==> config.mk <==
export PLATFORM = sky130hd
export DESIGN_NAME = uart_rx_fifo
export DESIGN_NICKNAME = d
export VERILOG_FILES = /design/src/rtl/uart_rx_fifo.sv
export SDC_FILE = /design/constraint.sdc
export NUM_CORES = 1
export LEC_CHECK = 0
export CAP_MARGIN = 40
export CORE_MARGIN = 4
export CORE_UTILIZATION = 50
export DETAILED_ROUTE_END_ITERATION = 10
export PLACE_DENSITY = 0.74
export SLEW_MARGIN = 10
export SYNTH_ARGS = -nofsm -noshare
export SYNTH_HDL_FRONTEND = slang
export SYNTH_SLANG_ARGS = --single-unit
==> constraint.sdc <==
create_clock -name i_clk -period 2.1 [get_ports i_clk]
set_input_delay 0.42 -clock i_clk [delete_from_list [all_inputs] [get_ports i_clk]]
set_output_delay 0.42 -clock i_clk [all_outputs]
set_load 0.005 [all_outputs]
==> src/rtl/uart_rx_fifo.sv <==
// rtl/uart_rx_fifo.sv - receive-side byte FIFO between a UART receiver and its consumer
//
// Purpose:
//   Captures each byte from the UART receiver on its one-cycle i_wr_valid strobe.
//   Bytes go into a DEPTH-entry circular buffer. The buffer presents its head byte
//   show-ahead on a valid/ready read port and keeps a sticky overflow flag for dropped
//   bytes.
//
// Optional feature:
//   UART_RX_FIFO_ERR_TAG_EN
//     - Defined: each entry also stores the parity and framing error tags of its byte.
//       Those tags come back on o_rd_parity_err / o_rd_frame_err.
//     - Undefined: the error inputs are ignored and both error outputs read 0.
//     - The port list is the same in both builds.
//
// Ports:
//   i_clk            system clock, rising edge
//   i_reset          synchronous active-high reset; discards all buffered bytes
//   i_wr_data        received byte
//   i_wr_valid       one-cycle push strobe
//   i_wr_parity_err  parity error tag for i_wr_data
//   i_wr_frame_err   framing error tag for i_wr_data
//   o_rd_data        head byte, meaningful while o_rd_valid=1
//   o_rd_parity_err  head entry's parity tag
//   o_rd_frame_err   head entry's framing tag
//   o_rd_valid       FIFO not empty
//   i_rd_ready       consumer accepts head; pop when o_rd_valid & i_rd_ready
//   o_count          occupancy, 0..DEPTH
//   o_full           o_count == DEPTH
//   o_overflow       sticky: a push was dropped
//   i_overflow_clr   clears o_overflow (a same-cycle drop wins)

module uart_rx_fifo #(
  parameter int DEPTH  = 16,
  parameter int DATA_W = 8
) (
  input  logic                       i_clk,
  input  logic                       i_reset,
  input  logic [DATA_W-1:0]          i_wr_data,
  input  logic                       i_wr_valid,
  input  logic                       i_wr_parity_err,
  input  logic                       i_wr_frame_err,
  output logic [DATA_W-1:0]          o_rd_data,
  output logic                       o_rd_parity_err,
  output logic                       o_rd_frame_err,
  output logic                       o_rd_valid,
  input  logic                       i_rd_ready,
  output logic [$clog2(DEPTH):0]     o_count,
  output logic                       o_full,
  output logic                       o_overflow,
  input  logic                       i_overflow_clr
);

  localparam int AW = $clog2(DEPTH);
  localparam int CW = AW + 1;

`ifdef UART_RX_FIFO_ERR_TAG_EN
  localparam int EW = DATA_W + 2;
`else
  localparam int EW = DATA_W;
`endif

  logic [EW-1:0] r_mem [DEPTH];
  logic [AW-1:0] r_wr_ptr;
  logic [AW-1:0] r_rd_ptr;
  logic [CW-1:0] r_count;
  logic          r_overflow;

  logic          w_full;
  logic          w_rd_valid;
  logic          w_pop;
  logic          w_push;
  logic          w_drop;
  logic [EW-1:0] w_wr_entry;
  logic [EW-1:0] w_head;

  assign w_full     = (r_count == CW'(DEPTH));
  assign w_rd_valid = (r_count != '0);
  assign w_pop      = w_rd_valid & i_rd_ready;
  // A pop in the same cycle frees the slot, so a full FIFO can still accept a byte.
  assign w_push     = i_wr_valid & (~w_full | w_pop);
  assign w_drop     = i_wr_valid & w_full & ~w_pop;

`ifdef UART_RX_FIFO_ERR_TAG_EN
  assign w_wr_entry      = {i_wr_parity_err, i_wr_frame_err, i_wr_data};
  assign w_head          = r_mem[r_rd_ptr];
  assign o_rd_data       = w_head[DATA_W-1:0];
  assign o_rd_parity_err = w_head[DATA_W+1];
  assign o_rd_frame_err  = w_head[DATA_W];
`else
  logic w_unused_err;
  assign w_unused_err    = i_wr_parity_err ^ i_wr_frame_err;
  assign w_wr_entry      = i_wr_data;
  assign w_head          = r_mem[r_rd_ptr];
  assign o_rd_data       = w_head;
  assign o_rd_parity_err = 1'b0;
  assign o_rd_frame_err  = 1'b0;
`endif

  // Storage needs no reset: nothing is read while the FIFO is empty.
  always_ff @(posedge i_clk) begin
    if (w_push) begin
      r_mem[r_wr_ptr] <= w_wr_entry;
    end
  end

  always_ff @(posedge i_clk) begin
    if (i_reset) begin
      r_wr_ptr   <= '0;
      r_rd_ptr   <= '0;
      r_count    <= '0;
      r_overflow <= 1'b0;
    end else begin
      // Pointers wrap from DEPTH-1 to 0 by natural overflow (DEPTH is a power of two).
      if (w_push) r_wr_ptr <= r_wr_ptr + AW'(1);
      if (w_pop)  r_rd_ptr <= r_rd_ptr + AW'(1);

      case ({w_push, w_pop})
        2'b10:   r_count <= r_count + CW'(1);
        2'b01:   r_count <= r_count - CW'(1);
        default: r_count <= r_count;
      endcase

      // A drop in the same cycle as a clear leaves the flag set.
      if (w_drop) begin
        r_overflow <= 1'b1;
      end else if (i_overflow_clr) begin
        r_overflow <= 1'b0;
      end
    end
  end

  assign o_rd_valid = w_rd_valid;
  assign o_full     = w_full;
  assign o_count    = r_count;
  assign o_overflow = r_overflow;

endmodule
# Yosys cells after proc, flatten, opt, wreduce, memory -nomap -nowiden
# Memories as Yosys holds them, arrays and structs flattened. A register that Yosys moved wholly into a read port is not among the register bits.
# Cells that the tools add are included.
[totals]
wordCells = 29
mem_count = 1
latch_bits = 0
rom_bits = 0
ff_bits = 14
ram_bits = 128
output_inout_bits = 18
[classes]
div = 0
add_sub_neg = 4
shift = 0
bitwise = 7
n_mul = 0
n_lt_le_gt_ge = 0
mux = 7
n_eq_ne = 3
n_reduce_logical = 3
[memory_table]
columns = ["name", "depth", "word_bits", "read_ports", "rd_ports_with_merged_regs", "write_ports", "line", "source"]
rows = [
  ["r_mem", 16, 8, 1, 1, 1, "63", "logic [EW-1:0] r_mem [DEPTH];"],
]
[ops]
columns = ["op", "count"]
rows = [
  ["$pmux 5 s2", 1],
  ["$add 4x1->4 const B", 2],
  ["$mux 4", 2],
  ["$add 5x1->5 const B", 1],
  ["$eq 5x5->1 const B", 1],
  ["$reduce_bool 5->1", 1],
  ["$sub 5x1->5 const B", 1],
  ["$and 1x1->1", 4],
  ["$mux 1", 4],
  ["$reduce_bool 2->1", 2],
  ["$eq 2x1->1 const B", 1],
  ["$eq 2x2->1 const B", 1],
  ["$not 1->1", 2],
  ["$or 1x1->1", 1],
]

# Logic depth before layout (Yosys ltp)
[depth]
depth_word = 6
mapped_depth = 9
ltp_nobuf = 9

# Least setup slack after synthesis
# No wires, ideal clock.
[synth_path]
path_kind = "register to register"
from = "register r_count[1] (netlist: o_count[1])"
to = "register r_count[4] (netlist: o_count[4])"
period_less_slack_ps = 2190
setup_ps = 115
arrival_time_ps = 2075
t_required_ps = 1985
path_stages_with_launch = 10
n_path_buf = 0
path_slack_ps = -90
cell_sequence = "dfxtp_1 > nor4_4 > a21boi_1 > xor2_1 > ha_1 > or3_1 > a21oi_1 > a32oi_1 > xnor2_1 > nor2_1"
[synth_via]
elab_chain_len = 6
word_cells_on_any_way = 12
[synth_lines]
columns = ["item", "line", "source"]
rows = [
  ["from (decl)", "66", "logic [CW-1:0] r_count;"],
  ["from (signal assigned)", "119", "2'b10: r_count <= r_count + CW'(1);"],
  ["from (signal assigned)", "120", "2'b01: r_count <= r_count - CW'(1);"],
  ["from (signal assigned)", "121", "default: r_count <= r_count;"],
  ["$reduce_bool 5->1 / $eq 5x5->1 (equally long branches)", "78, 77", ""],
  ["$and 1x1->1 / $not 1->1 (equally long branches)", "79, 81", ""],
  ["$or 1x1->1", "81", "assign w_push = i_wr_valid & (~w_full | w_pop);"],
  ["$and 1x1->1", "81", ""],
  ["$eq 2x1->1 / $eq 2x2->1 (equally long branches)", "118", "case ({w_push, w_pop})"],
  ["$pmux 5 s2 / $reduce_bool 2->1 (equally long branches)", "n/a", ""],
]
# Parallel ways exist; a longest one is shown, timed or not.
# A chain may end at the register's enable or synchronous reset.

==> flow_summary.yaml <==
outcome:
  status: "finished with violations"
  failed_checks: "setup timing"
clock_tree:
  clock_path_buffers: 2
  cts-root-buf: "clkbuf_16"
  cts.reportedPaths.clkPinSlew_ns: 0.06
  tritoncts: "yes"
  cts-buffers-inserted: 17
  cts.sink_count: 146
  clock_tree.htree_level_count: 4
  postCtsHoldBufs: 0
  clkLatencyLatePin_ns: 0.41
synthesis:
  synth_largest_type_area_fraction_pct: 66.9
  number_of_distinct_library_cells_after_synthesis: 30
  ys_seq_area_share_pct: 73.2
  syn-instance-count: 293
  largest_area_contributor_in_the_synthesized_netlist: "edfxtp_1"
  postSynth.asyncResetShare_pct: 0
  synth_enable_flop_cells: 128
  netlist_top_cells_area: "edfxtp_1, mux4_2, dfxtp_1"
  syn-mean-instance-area_um2: 19.6
  ys_seq_elements: 146
  synthesis.yosys.warnings: 0
  commonest_register_cell_after_synthesis: "edfxtp_1"
  synth.cell_area_mm2: 0.00574
sta:
  timing.clock.skew_ns: 0.00561
  min_period_ns: 2.62
  max_slew.worst_pin.slew_ns: 0.599
  fmax_mhz: 381
  hold_viol_final: 0
  final.period_utilization_pct: 125
  relSlewSlack_pct: 59.9
  drv_slew: 0
  setup_slack_ns: -0.522
  grt_setup_unrepaired: "yes"
  final.hold.worst_slack_ns: 0.495
  setup_viol: 9
  fin_setup_tns_ns: -4.00
floorplanning:
  number_of_rows_created_at_floorplan: 38
  initial_utilization_pct: 52.1
  ios: 33
  area_enclosed_by_the_die_boundary_mm2: 0.0133
  die-width_um: 115
  die_h_um: 115
  core_area_mm2: 0.0110
setup_path:
  critical_path.n_buffers_inverters: 3
  timing.critical_path.slowest_stage_cell: "mux4_2"
  endpoint_kind: "primary output"
  r2r_cells: 9
  critical_path_cell_count: 5
  worst_path_dominant_cell_family: "multiplexers"
  crit_path_cell_trace: "buf_12, buf_6, mux4_2, mux4_2, buf_6"
  worst-endpoint-arrival_ns: 2.20
  worstReg2RegStart: "o_count[0]"
  path_class: "reg2out"
  cp-start-kind: "register"
  cp.required_ns: 1.68
  worst_path_largest_cell_delay_ns: 0.53
  crit_path_max_fanout: 8
pwr:
  power_per_cell_area_mw_per_mm2: 1230
  power.static_leakage_nw: 2.51
  max-vdd-ir-drop_mv: 0.781
routing:
  detailroute.wirelength.met2_um: 6420
  post_drt_wl_per_cell_um: 22.4
  via_count: 3055
  detail_route.vias_per_cell: 5.70
  detailroute.wirelength.met3_um: 634
  wirelength_um: 12000
  highest_layer: "met4"
  met1_length_um: 4840
  drtPass1Iterations: 4
  final_antenna_net_count: 0
  detail_route.iter0.violations: 261
  detail_route.drc_violations: 0
global_routing:
  global_route_wire_length_before_repair_um: 18100
  number_of_antenna_violations_at_the_first_check_in_global_routing: 0
  grt_start_max_net_pins: 33
  grt_overflow_total: 0
  via_count_of_the_first_global_routing_pass: 3128
  globalRouteTotalUtil_pct: 19.1
placed_design:
  port_buffers: 28
  gp_routability_congestion: 0.735
  placedCellCount: 487
  place_hpwl_um: 7020
cells_and_area:
  most_common_cell_after_layout_fill_and_taps_aside: "edfxtp_1"
  syn_to_final_growth_pct: 27.3
  antennaDiodeCount: 0
  commonest_cells_after_routing_fill_and_taps_aside: "edfxtp_1, buf_4, mux4_2"
  drive_above_1_share_pct: 37.1
  finish.net_count: 405
  fin_cells: 536
worst_hold_path:
  hold_path_class: "reg2reg"
  worstHoldPathCells: 2
  holdCritStartpoint: "o_overflow"
job:
  cap_viol_max_count: 0
[kinds of logic (layout without fill, tap and decap cells)]
group	Yosys count	after routing	synth area share, %
flops	146	146	73.2
simple gates	50	50	4.01
mux	43	43	16.2
buf+inv	21	123	1.59
compound gates	15	15	1.87
xor+xnor	10	10	1.53
fa+ha+maj	7	7	1.52
other cells	1	2	0.0653
[cell type report]
type | instances | area (um^2)
fill | 729 | 3720
clock inverter | 12 | 164
clock buffer | 20 | 437
inverter | 7 | 26.3
tap | 140 | 175
multi-input combinational | 127 | 1530
sequential | 146 | 4210
timing repair buffer | 84 | 773
[flip-flops by register name, indices dropped and copies added (netlist names), named ones only]
| signal | flops |
|---|---|
| r_mem | 128 |
| o_count | 5 |
| r_rd_ptr | 4 |
| o_overflow | 1 |
| r_wr_ptr | 4 |
[synthesized netlist by cell type, types with 3 or more instances]
| cell | n |
|---|---|
| edfxtp_1 | 128 |
| mux4_2 | 40 |
| nor2_1 | 28 |
| dfxtp_1 | 18 |
| nand2_1 | 9 |
| ha_1 | 7 |
| inv_1 | 7 |
| xor2_1 | 7 |
| a21oi_1 | 6 |
| clkbuf_1 | 6 |
| buf_2 | 4 |
| nor3_1 | 4 |
| a32oi_1 | 3 |
| mux2i_1 | 3 |
| xnor2_1 | 3 |
[final timing paths]
| check | end | slack, ns |
|---|---|---|
| worst max register to register | o_count[4] | -0.03 |
| worst min register to register | o_overflow | 0.49 |
| worst min-delay path | o_overflow | 0.49 |
| worst max-delay path | o_rd_data[1] | -0.52 |
[worst reg2reg max path: stages (launching register included)]
cell	delay [ns]
dfxtp_4	0.35
nor4_4	0.37
a21boi_4	0.10
xor2_1	0.16
ha_2	0.19
buf_4	0.14
a41o_1	0.26
a32oi_2	0.24
xnor2_1	0.14
nor2_1	0.06
[layer usage]
metal / track usage (%) / vias to the layer above
met5: 0 / -
met4: 4.85 / 0
met3: 5.00 / 11
met2: 31.8 / 109
met1: 25.3 / 1589
li1: - / 1346
[report_power, final]
group / switching [W] / internal, W
registers: 0.000118 / 0.00331
logic: 0.00104 / 0.00145
clock network: 0.00109 / 0.00197
[through the flow]
step	power [W]	setup WS, ns	instance area (um^2)	utilization [%]
after detailed placement	0.00554	-0.427	6490	58.8
after global placement	0.00549	-0.383	6490	58.8
after global routing	0.00936	-0.580	7310	66.3
final	0.00897	-0.522	7310	66.3
after floorplan	0.00470	0.00357	5760	-
after CTS	0.00885	-0.548	7220	65.4
[timing repair]
item / in CTS / in global routing
resized for setup: 43 / 22
buffers inserted: 13 / 4
setup endpoints to repair: 10 / 34
pin swaps: 1 / 6
gates cloned: 1 / 0
No activity file was read; power rests on OpenSTA's default activity.
